--- config.mk ---
export PLATFORM = sky130hd
export DESIGN_NAME = uart_receiver
export DESIGN_NICKNAME = d
export VERILOG_FILES = /design/src/rtl/uart_receiver.sv
export SDC_FILE = /design/constraint.sdc
export NUM_CORES = 1
export LEC_CHECK = 0
export ABC_AREA = 0
export CORE_ASPECT_RATIO = 0.5
export CORE_MARGIN = 3
export CORE_UTILIZATION = 30
export DETAILED_ROUTE_END_ITERATION = 8
export PLACE_DENSITY_LB_ADDON = 0.1
export REMOVE_ABC_BUFFERS = 1
export SETUP_SLACK_MARGIN = 0.1
export SKIP_LAST_GASP = 1
export SLEW_MARGIN = 25
export SYNTH_ARGS = -nofsm -noshare
export SYNTH_HDL_FRONTEND = slang
export SYNTH_SLANG_ARGS = --single-unit
--- constraint.sdc ---
create_clock -name clk -period 2 [get_ports clk]
set_input_delay 0.3 -clock clk [delete_from_list [all_inputs] [get_ports clk]]
set_output_delay 0.3 -clock clk [all_outputs]
set_load 0.1 [all_outputs]
--- src/rtl/uart_receiver.sv ---
// UART receiver: 2-flop input synchronizer, mid-bit sampling FSM, LSB-first
// shift register, single-cycle o_valid / o_frame_err pulses.
//
// state     | meaning
// ----------+---------------------------------------------------------------
// IDLE      | line idle, waiting for rx_s low (start edge)
// START     | counting to mid start bit, then re-checking rx_s (false start)
// DATA      | sampling DATAWIDTH data bits, one per bit period, LSB first
// STOP      | sampling the stop bit; high -> o_valid, low -> o_frame_err
// WAIT_IDLE | framing error seen, waiting for the line to return high
module uart_receiver #(
    parameter int DATAWIDTH    = 8,
    parameter int CLKS_PER_BIT = 10416
) (
    input  logic                 clk,
    input  logic                 i_reset_n,
    input  logic                 i_rx_data,
    output logic [DATAWIDTH-1:0] o_data,
    output logic                 o_valid,
    output logic                 o_frame_err,
    output logic                 o_busy
);

    localparam int CW = $clog2(CLKS_PER_BIT);
    localparam int BW = (DATAWIDTH > 1) ? $clog2(DATAWIDTH) : 1;

    localparam logic [CW-1:0] CNT_HALF = CW'(CLKS_PER_BIT / 2 - 1);
    localparam logic [CW-1:0] CNT_FULL = CW'(CLKS_PER_BIT - 1);
    localparam logic [BW-1:0] BIT_LAST = BW'(DATAWIDTH - 1);

    typedef enum logic [2:0] {
        IDLE      = 3'd0,
        START     = 3'd1,
        DATA      = 3'd2,
        STOP      = 3'd3,
        WAIT_IDLE = 3'd4
    } state_t;

    state_t               state, state_nxt;
    logic                 rx_meta, rx_s;
    logic [CW-1:0]        cnt, cnt_nxt;
    logic [BW-1:0]        bit_cnt, bit_nxt;
    logic [DATAWIDTH-1:0] shift, shift_nxt;
    logic [DATAWIDTH-1:0] data_nxt;
    logic                 valid_nxt, ferr_nxt;

    // Bring the asynchronous serial line into the clk domain; idles high.
    always_ff @(posedge clk or negedge i_reset_n) begin
        if (!i_reset_n) begin
            rx_meta <= 1'b1;
            rx_s    <= 1'b1;
        end else begin
            rx_meta <= i_rx_data;
            rx_s    <= rx_meta;
        end
    end

    // State, counters, shift register and registered outputs.
    always_ff @(posedge clk or negedge i_reset_n) begin
        if (!i_reset_n) begin
            state       <= IDLE;
            cnt         <= '0;
            bit_cnt     <= '0;
            shift       <= '0;
            o_data      <= '0;
            o_valid     <= 1'b0;
            o_frame_err <= 1'b0;
        end else begin
            state       <= state_nxt;
            cnt         <= cnt_nxt;
            bit_cnt     <= bit_nxt;
            shift       <= shift_nxt;
            o_data      <= data_nxt;
            o_valid     <= valid_nxt;
            o_frame_err <= ferr_nxt;
        end
    end

    // Next-state and datapath decisions; the baud counter restarts at 0 on every sample.
    always_comb begin
        state_nxt = state;
        cnt_nxt   = cnt;
        bit_nxt   = bit_cnt;
        shift_nxt = shift;
        data_nxt  = o_data;
        valid_nxt = 1'b0;
        ferr_nxt  = 1'b0;
        case (state)
            IDLE: begin
                if (!rx_s) begin
                    state_nxt = START;
                    cnt_nxt   = '0;
                    bit_nxt   = '0;
                end
            end
            START: begin
                if (cnt == CNT_HALF) begin
                    cnt_nxt   = '0;
                    state_nxt = rx_s ? IDLE : DATA;
                end else begin
                    cnt_nxt = cnt + CW'(1);
                end
            end
            DATA: begin
                if (cnt == CNT_FULL) begin
                    cnt_nxt   = '0;
                    shift_nxt = {rx_s, shift[DATAWIDTH-1:1]};
                    if (bit_cnt == BIT_LAST) begin
                        state_nxt = STOP;
                    end else begin
                        bit_nxt = bit_cnt + BW'(1);
                    end
                end else begin
                    cnt_nxt = cnt + CW'(1);
                end
            end
            STOP: begin
                if (cnt == CNT_FULL) begin
                    cnt_nxt = '0;
                    if (rx_s) begin
                        data_nxt  = shift;
                        valid_nxt = 1'b1;
                        state_nxt = IDLE;
                    end else begin
                        ferr_nxt  = 1'b1;
                        state_nxt = WAIT_IDLE;
                    end
                end else begin
                    cnt_nxt = cnt + CW'(1);
                end
            end
            WAIT_IDLE: begin
                if (rx_s) begin
                    state_nxt = IDLE;
                end
            end
            default: begin
                state_nxt = IDLE;
            end
        endcase
    end

    assign o_busy = (state != IDLE);

endmodule

==> flow_summary.ini, run 1 <==
[worst_setup_path]
critical_path.top_delay_family = simple AND/OR/NAND/NOR gates
cp-start-kind = register
criticalPathCategory = reg -> reg
end_kind = register
critPathArrivalTime_ns = 2.06
cp_slowest_cell = dfrtp_1
cp.required_ns = 2.18
path_cells = ha_4 -> and4_2 -> nand4_1 -> buf_4 -> a22oi_2 -> or2_2 -> o311ai_2
critPathMaxFanout = 6
slowest_delay_ns = 0.43
path_buf_inv = 1

[sta]
setup_viol = 0
fin_crit_sh_pct = 94.31
slew_viol_final = 0
rsz0062_at_grt = false
finClkSkew_ns = 0.002777
setup-tns-final_ns = 0
fin_crit_ns = 1.886
final-hold-violation-count = 0
clock.fmax_mhz = 530.2
relSlewSlack_pct = 65.90
worstMarginPinSlew_ns = 0.5115

[global_route]
grt_remaining_overflow = 0
antenna_found_initial = 0
grt_start_max_net_pins = 41
first_global_vias = 1382
grtUsageTotal_pct = 11.43
grt_first_pass_wirelength_microns = 6955

[power_and_ir_drop]
total_leakage_power_nw = 1.175
pwr_density_cell_nw_per_um2 = 714.5
irDropWorstVdd_v = 0.0003296

[synth]
synthTopCellsByArea = dfrtp_1 (48%), mux2_2 (9.7%), nand2_1 (4.0%), mux2i_1 (3.6%), o21ai_0 (3.0%)
yosys_warnings = 0
netlist_area_sq_um = 1972
synth_top_area_cell = dfrtp_1
syn_inst = 177
ys_types = 41
syn_avg_cell_area_sq_um = 11.14
synth.top_cell.area_share_pct = 48.22
synthFlopType = dfrtp_1
synth_seq_cells = 40
yosysSeqAreaShare_pct = 50.89
synth-edff-count = 0
ys_async_sr_fraction_pct = 100.0

[clock_network]
clkLatencyLatePin_ns = 0.28
clock_sinks = 40
cts_made_buffers = 5
cts_max_level = 2
clockBufferDepth = 2
clkTransAtPathRegs_ns = 0.06
cts-root-buf = clkbuf_16
cts_tree = done

[drt]
drt-initial-drc-count = 74
firstDrtPassIters = 4
wirelength_microns = 4248
vias = 1421
antenna_left = 0
wl_per_cell_microns = 14.50
drc = 0
vias_per_cell = 4.850

[finish]
antenna_cells = 0
area.growth.synth_to_final_pct = 26.33
drive_gt1_share_pct = 36.59
final_nets = 210
final_area_sq_um = 2491

[outcome]
outcome = finished clean

[floorplan]
io_pins = 14
fp.dieArea_sq_um = 7641
row_count = 20
die-height_microns = 63.33
core_area_sq_um = 6206
die_w_microns = 120.7
start_util_pct = 31.77

[placement]
dp_hpwl_microns = 2830
gp_routability_congestion = 0.7907
port-buffer-count = 13
placed_area_sq_um = 2241

[hold_path]
hold_path.class = in -> async

[job]
maxCapViolCount = 0
## cell usage after synthesis, types with 4 or more instances
| cell type | number |
|---|---|
| nor2b_1 | 7 |
| a21oi_1 | 4 |
| mux2i_1 | 7 |
| mux2_2 | 17 |
| dfrtp_1 | 38 |
| o21ai_0 | 12 |
| nand2_1 | 21 |
| nor2_1 | 12 |
| nand3_1 | 5 |
## sequential cells by signal, indices dropped and copies added, names as in the netlist
register,flops
rx_s,1
state,3
o_frame_err,1
o_data,8
cnt,14
o_valid,1
shift,8
rx_meta,1
bit_cnt,3
## repair_timing
action,in CTS,in global routing
pin swaps,1,1
hold buffers,0,0
setup endpoints to repair,6,30
resized for setup,1,12
setup buffers,0,2
gates cloned,0,1
## layout by cell type (no fill, tap or decap), types with 2 or more instances in the layout
master     instances
o21ai_1            2
nand4_1            3
a22o_1             3
a21o_1             2
nor2b_1            5
and3_1             2
nand3_1            5
buf_12             2
nor2_2             3
inv_1              2
mux2_2            17
o21ai_0           10
clkbuf_16          5
or3_1              2
mux2i_1            7
nand2_1           21
nor2b_2            2
dfrtp_1           37
nor3_1             3
buf_4             22
ha_1               2
nor4_1             2
and4_2             2
a21oi_1            4
and3b_2            2
dfstp_2            2
nor2_1            11
## logic make-up after synthesis
group / count (synthesis) / synth area share [%]
multiplexers: 24 / 13.26
AO/OA/AOI/OAI: 27 / 9.772
flip-flops: 40 / 50.89
XOR/XNOR: 1 / 0.4442
AND/OR/NAND/NOR: 73 / 21.00
adder cells (fa/ha/maj): 3 / 1.904
buffers and inverters: 9 / 2.728
## final cells by class
class	instances	area [sq um]
timing repair buffer	26	220.2
clock inverter	2	38.79
inverter	2	7.507
clock buffer	6	138.9
tap	88	110.1
fill	621	3715
multi-input combinational	129	970.9
sequential	40	1005
## power by group
part	total, W	switching, W	leakage, nW	internal, W
combinational	0.0000205	0.0000161	0.553	0.00000440
sequential	0.000816	0.00000287	0.535	0.000813
clock	0.000943	0.000319	0.0871	0.000625
total	0.00178	0.000338	1.18	0.00144
## metal layers
| metal | global-route usage [%] | share of wire [%] | up-vias |
|---|---|---|---|
| met5 | 0 | 0 | - |
| met4 | 3.107 | 0.85 | 0 |
| met3 | 3.498 | 4.9 | 5 |
| met2 | 17.10 | 46 | 27 |
| met1 | 16.04 | 49 | 694 |
| li1 | - | - | 695 |
## metrics by stage
step / total power, W / std cells / hold slack (ns) / utilization, % / setup WS (ns)
final: 0.001780 / 293 / 0.06731 / 40.14 / 0.1139
after global routing: 0.001855 / 293 / 0.1191 / 40.14 / 0.02123
after CTS: 0.001813 / 290 / 0.09162 / 38.97 / 0.04572
after detailed placement: 0.0008531 / 282 / 0.3494 / 36.11 / 0.009383
after global placement: 0.0008525 / 282 / 0.3465 / 36.11 / 0.1213
after floorplan: 0.0008310 / 170 / 0.004409 / - / 0.1776
## worst paths after layout
check / cells past startpoint / from / slack, ns / end
min in group clk: 0 / rx_meta / 0.36 / rx_s
max in group asynchronous: 2 / i_reset_n / 1.54 / cnt[7]
hold reg to reg: 0 / rx_meta / 0.36 / rx_s
hold / removal: 2 / i_reset_n / 0.07 / o_data[0]
setup reg to reg: 7 / cnt[1] / 0.11 / cnt[11]
setup / recovery: 7 / cnt[1] / 0.11 / cnt[11]
No activity file was read; power rests on OpenSTA's default activity.
==> run 2, diff against run 1 <==
--- a/config.mk
+++ b/config.mk
@@ -10,6 +10,7 @@
 export CORE_MARGIN = 3
 export CORE_UTILIZATION = 30
 export DETAILED_ROUTE_END_ITERATION = 8
+export HOLD_SLACK_MARGIN = 0.06
 export PLACE_DENSITY_LB_ADDON = 0.1
 export REMOVE_ABC_BUFFERS = 1
 export SETUP_SLACK_MARGIN = 0.1
==> results of run 2 <==
No change in the layout: final DEF, timing and power equal those of run 1.
==> run 3, diff against run 2 <==
--- a/config.mk
+++ b/config.mk
@@ -19,3 +19,4 @@
 export SYNTH_ARGS = -nofsm -noshare
 export SYNTH_HDL_FRONTEND = slang
 export SYNTH_SLANG_ARGS = --single-unit
+export TNS_END_PERCENT = 10
==> flow_summary.ini, run 3 (synthesized netlist as in run 1, its figures left out) <==
[outcome]
outcome = finished clean

[sta]
setup_ws_ns = 0.1139
relSlewSlack_pct = 65.91
fin_hold_ws_ns = 0.06714
rsz0062_at_grt = true
slew_viol_final = 0
worstMarginPinSlew_ns = 0.5114
setup-tns-final_ns = 0
setup_viol = 0
fin_crit_sh_pct = 94.30
fin_crit_ns = 1.886
clock.fmax_mhz = 530.2
final-hold-violation-count = 0
finClkSkew_ns = 0.002885

[drt]
vias = 1430
wirelength_microns = 4245
drc = 0
antenna_left = 0
vias_per_cell = 4.881
firstDrtPassIters = 4
wl_per_cell_microns = 14.49
drt-initial-drc-count = 68

[clock_network]
clock_sinks = 40
postCtsHoldBufs = 0
cts-root-buf = clkbuf_16
clkLatencyLatePin_ns = 0.28
clkTransAtPathRegs_ns = 0.06
clockBufferDepth = 2
cts_made_buffers = 5
cts_tree = done
cts_max_level = 2

[worst_setup_path]
cp_slowest_cell = dfrtp_1
reg2reg_from = cnt[1]
rr_worst_depth = 7
path_cells = ha_4 -> and4_2 -> nand4_1 -> buf_4 -> a22oi_2 -> or2_2 -> o311ai_2
critical_path.top_delay_family = simple AND/OR/NAND/NOR gates
rr_endpoint = cnt[11]
crit_path_end = cnt[11]
path_buf_inv = 1
cp.required_ns = 2.18
r2r_setup_slack_ns = 0.11
cp-start-kind = register
end_kind = register
crit_path_start = cnt[1]
crit_cells = 7
critPathArrivalTime_ns = 2.06
slowest_delay_ns = 0.43
critPathMaxFanout = 6
criticalPathCategory = reg -> reg

[global_route]
grt_first_pass_wirelength_microns = 6955
grtUsageTotal_pct = 11.43
first_global_vias = 1382
grt_remaining_overflow = 0
antenna_found_initial = 0
grt_start_max_net_pins = 41

[finish]
reg.largest.list = cnt (14), o_data (8), shift (8)
top_register = cnt
layout_common_cells = dfrtp_1 (38), buf_4 (22), nand2_1 (21)
layout_commonest_cell = dfrtp_1
drive_gt1_share_pct = 35.61
fillers = 619
final_nets = 210
antenna_cells = 0
largest_reg_flops = 14
area.growth.synth_to_final_pct = 26.14

[floorplan]
start_util_pct = 31.77
fp.dieArea_sq_um = 7641
die_w_microns = 120.7
die-height_microns = 63.33
core_area_sq_um = 6206
io_pins = 14
row_count = 20

[power_and_ir_drop]
swShare_pct = 18.99
power_w = 0.001780
seq_power_share_pct = 45.8
total_leakage_power_nw = 1.177
power_frac_comb_pct = 1.2
irDropWorstVdd_v = 0.0003296
pwr_density_cell_nw_per_um2 = 715.6
power_switching_w = 0.0003380
p_int_w = 0.001442
p_clk_share_pct = 53.0

[job]
maxCapViolCount = 0

[placement]
gp_routability_congestion = 0.7907
place_ws_ns = 0.009383
port-buffer-count = 13
dp_hpwl_microns = 2830

[hold_path]
hold_path.class = in -> async
## run 3: power groups by stage
| stage | combinational, W | clock (W) | sequential [W] |
|---|---|---|---|
| 2_1_floorplan | 0.00000116 | 0 | 0.000830 |
| 3_3_place_gp | 0.0000218 | 0 | 0.000831 |
| 3_5_place_dp | 0.0000224 | 0 | 0.000831 |
| 4_1_cts | 0.0000222 | 0.000975 | 0.000816 |
| 5_1_grt | 0.0000248 | 0.00101 | 0.000816 |
| 6_report | 0.0000205 | 0.000944 | 0.000816 |
## run 3: area by class of cell
type	instances	area, sq um	area share, %
Sequential cell	40	1003	40.34
Multi-Input combinational cell	129	968.4	38.93
Timing Repair Buffer	26	220.2	8.853
Clock buffer	6	138.9	5.583
Tap cell	88	110.1	4.427
Clock inverter	2	38.79	1.559
Inverter	2	7.507	0.3018
## run 3: per-layer routing
layer / GRT usage [%] / share of wire [%] / up-vias
met5: 0 / 0 / -
met4: 3.107 / 0.85 / 0
met3: 3.498 / 4.9 / 5
met2: 17.10 / 46 / 27
met1: 16.04 / 48 / 701
li1: - / - / 697
## run 3: how the worst min path moves through the flow
stage | to | cells past startpoint | start | slack [ns]
final | o_data[0] | 2 | i_reset_n | 0.07
after global routing | shift[0] | 2 | i_reset_n | 0.12
after CTS | o_data[0] | 2 | i_reset_n | 0.09
after detailed placement | rx_s | 0 | rx_meta | 0.35
after global placement | rx_s | 0 | rx_meta | 0.35
after floorplan | bit_cnt[0] | 0 | i_reset_n | 0.004
## run 3: through the flow
step | util (%) | instances | area (sq um)
floorplan | - | 170 | 1926
global placement | 36.11 | 282 | 2241
detailed placement | 36.11 | 282 | 2241
CTS | 38.97 | 290 | 2419
global route | 40.08 | 293 | 2487
finish | 40.08 | 293 | 2487
## run 3: what timing repair did
item                       4_1_cts  5_1_grt
gates resized for setup          1       10
setup endpoints to repair        6       30
setup buffers                    0        2
gates cloned                     0        1
pin swaps                        1        1
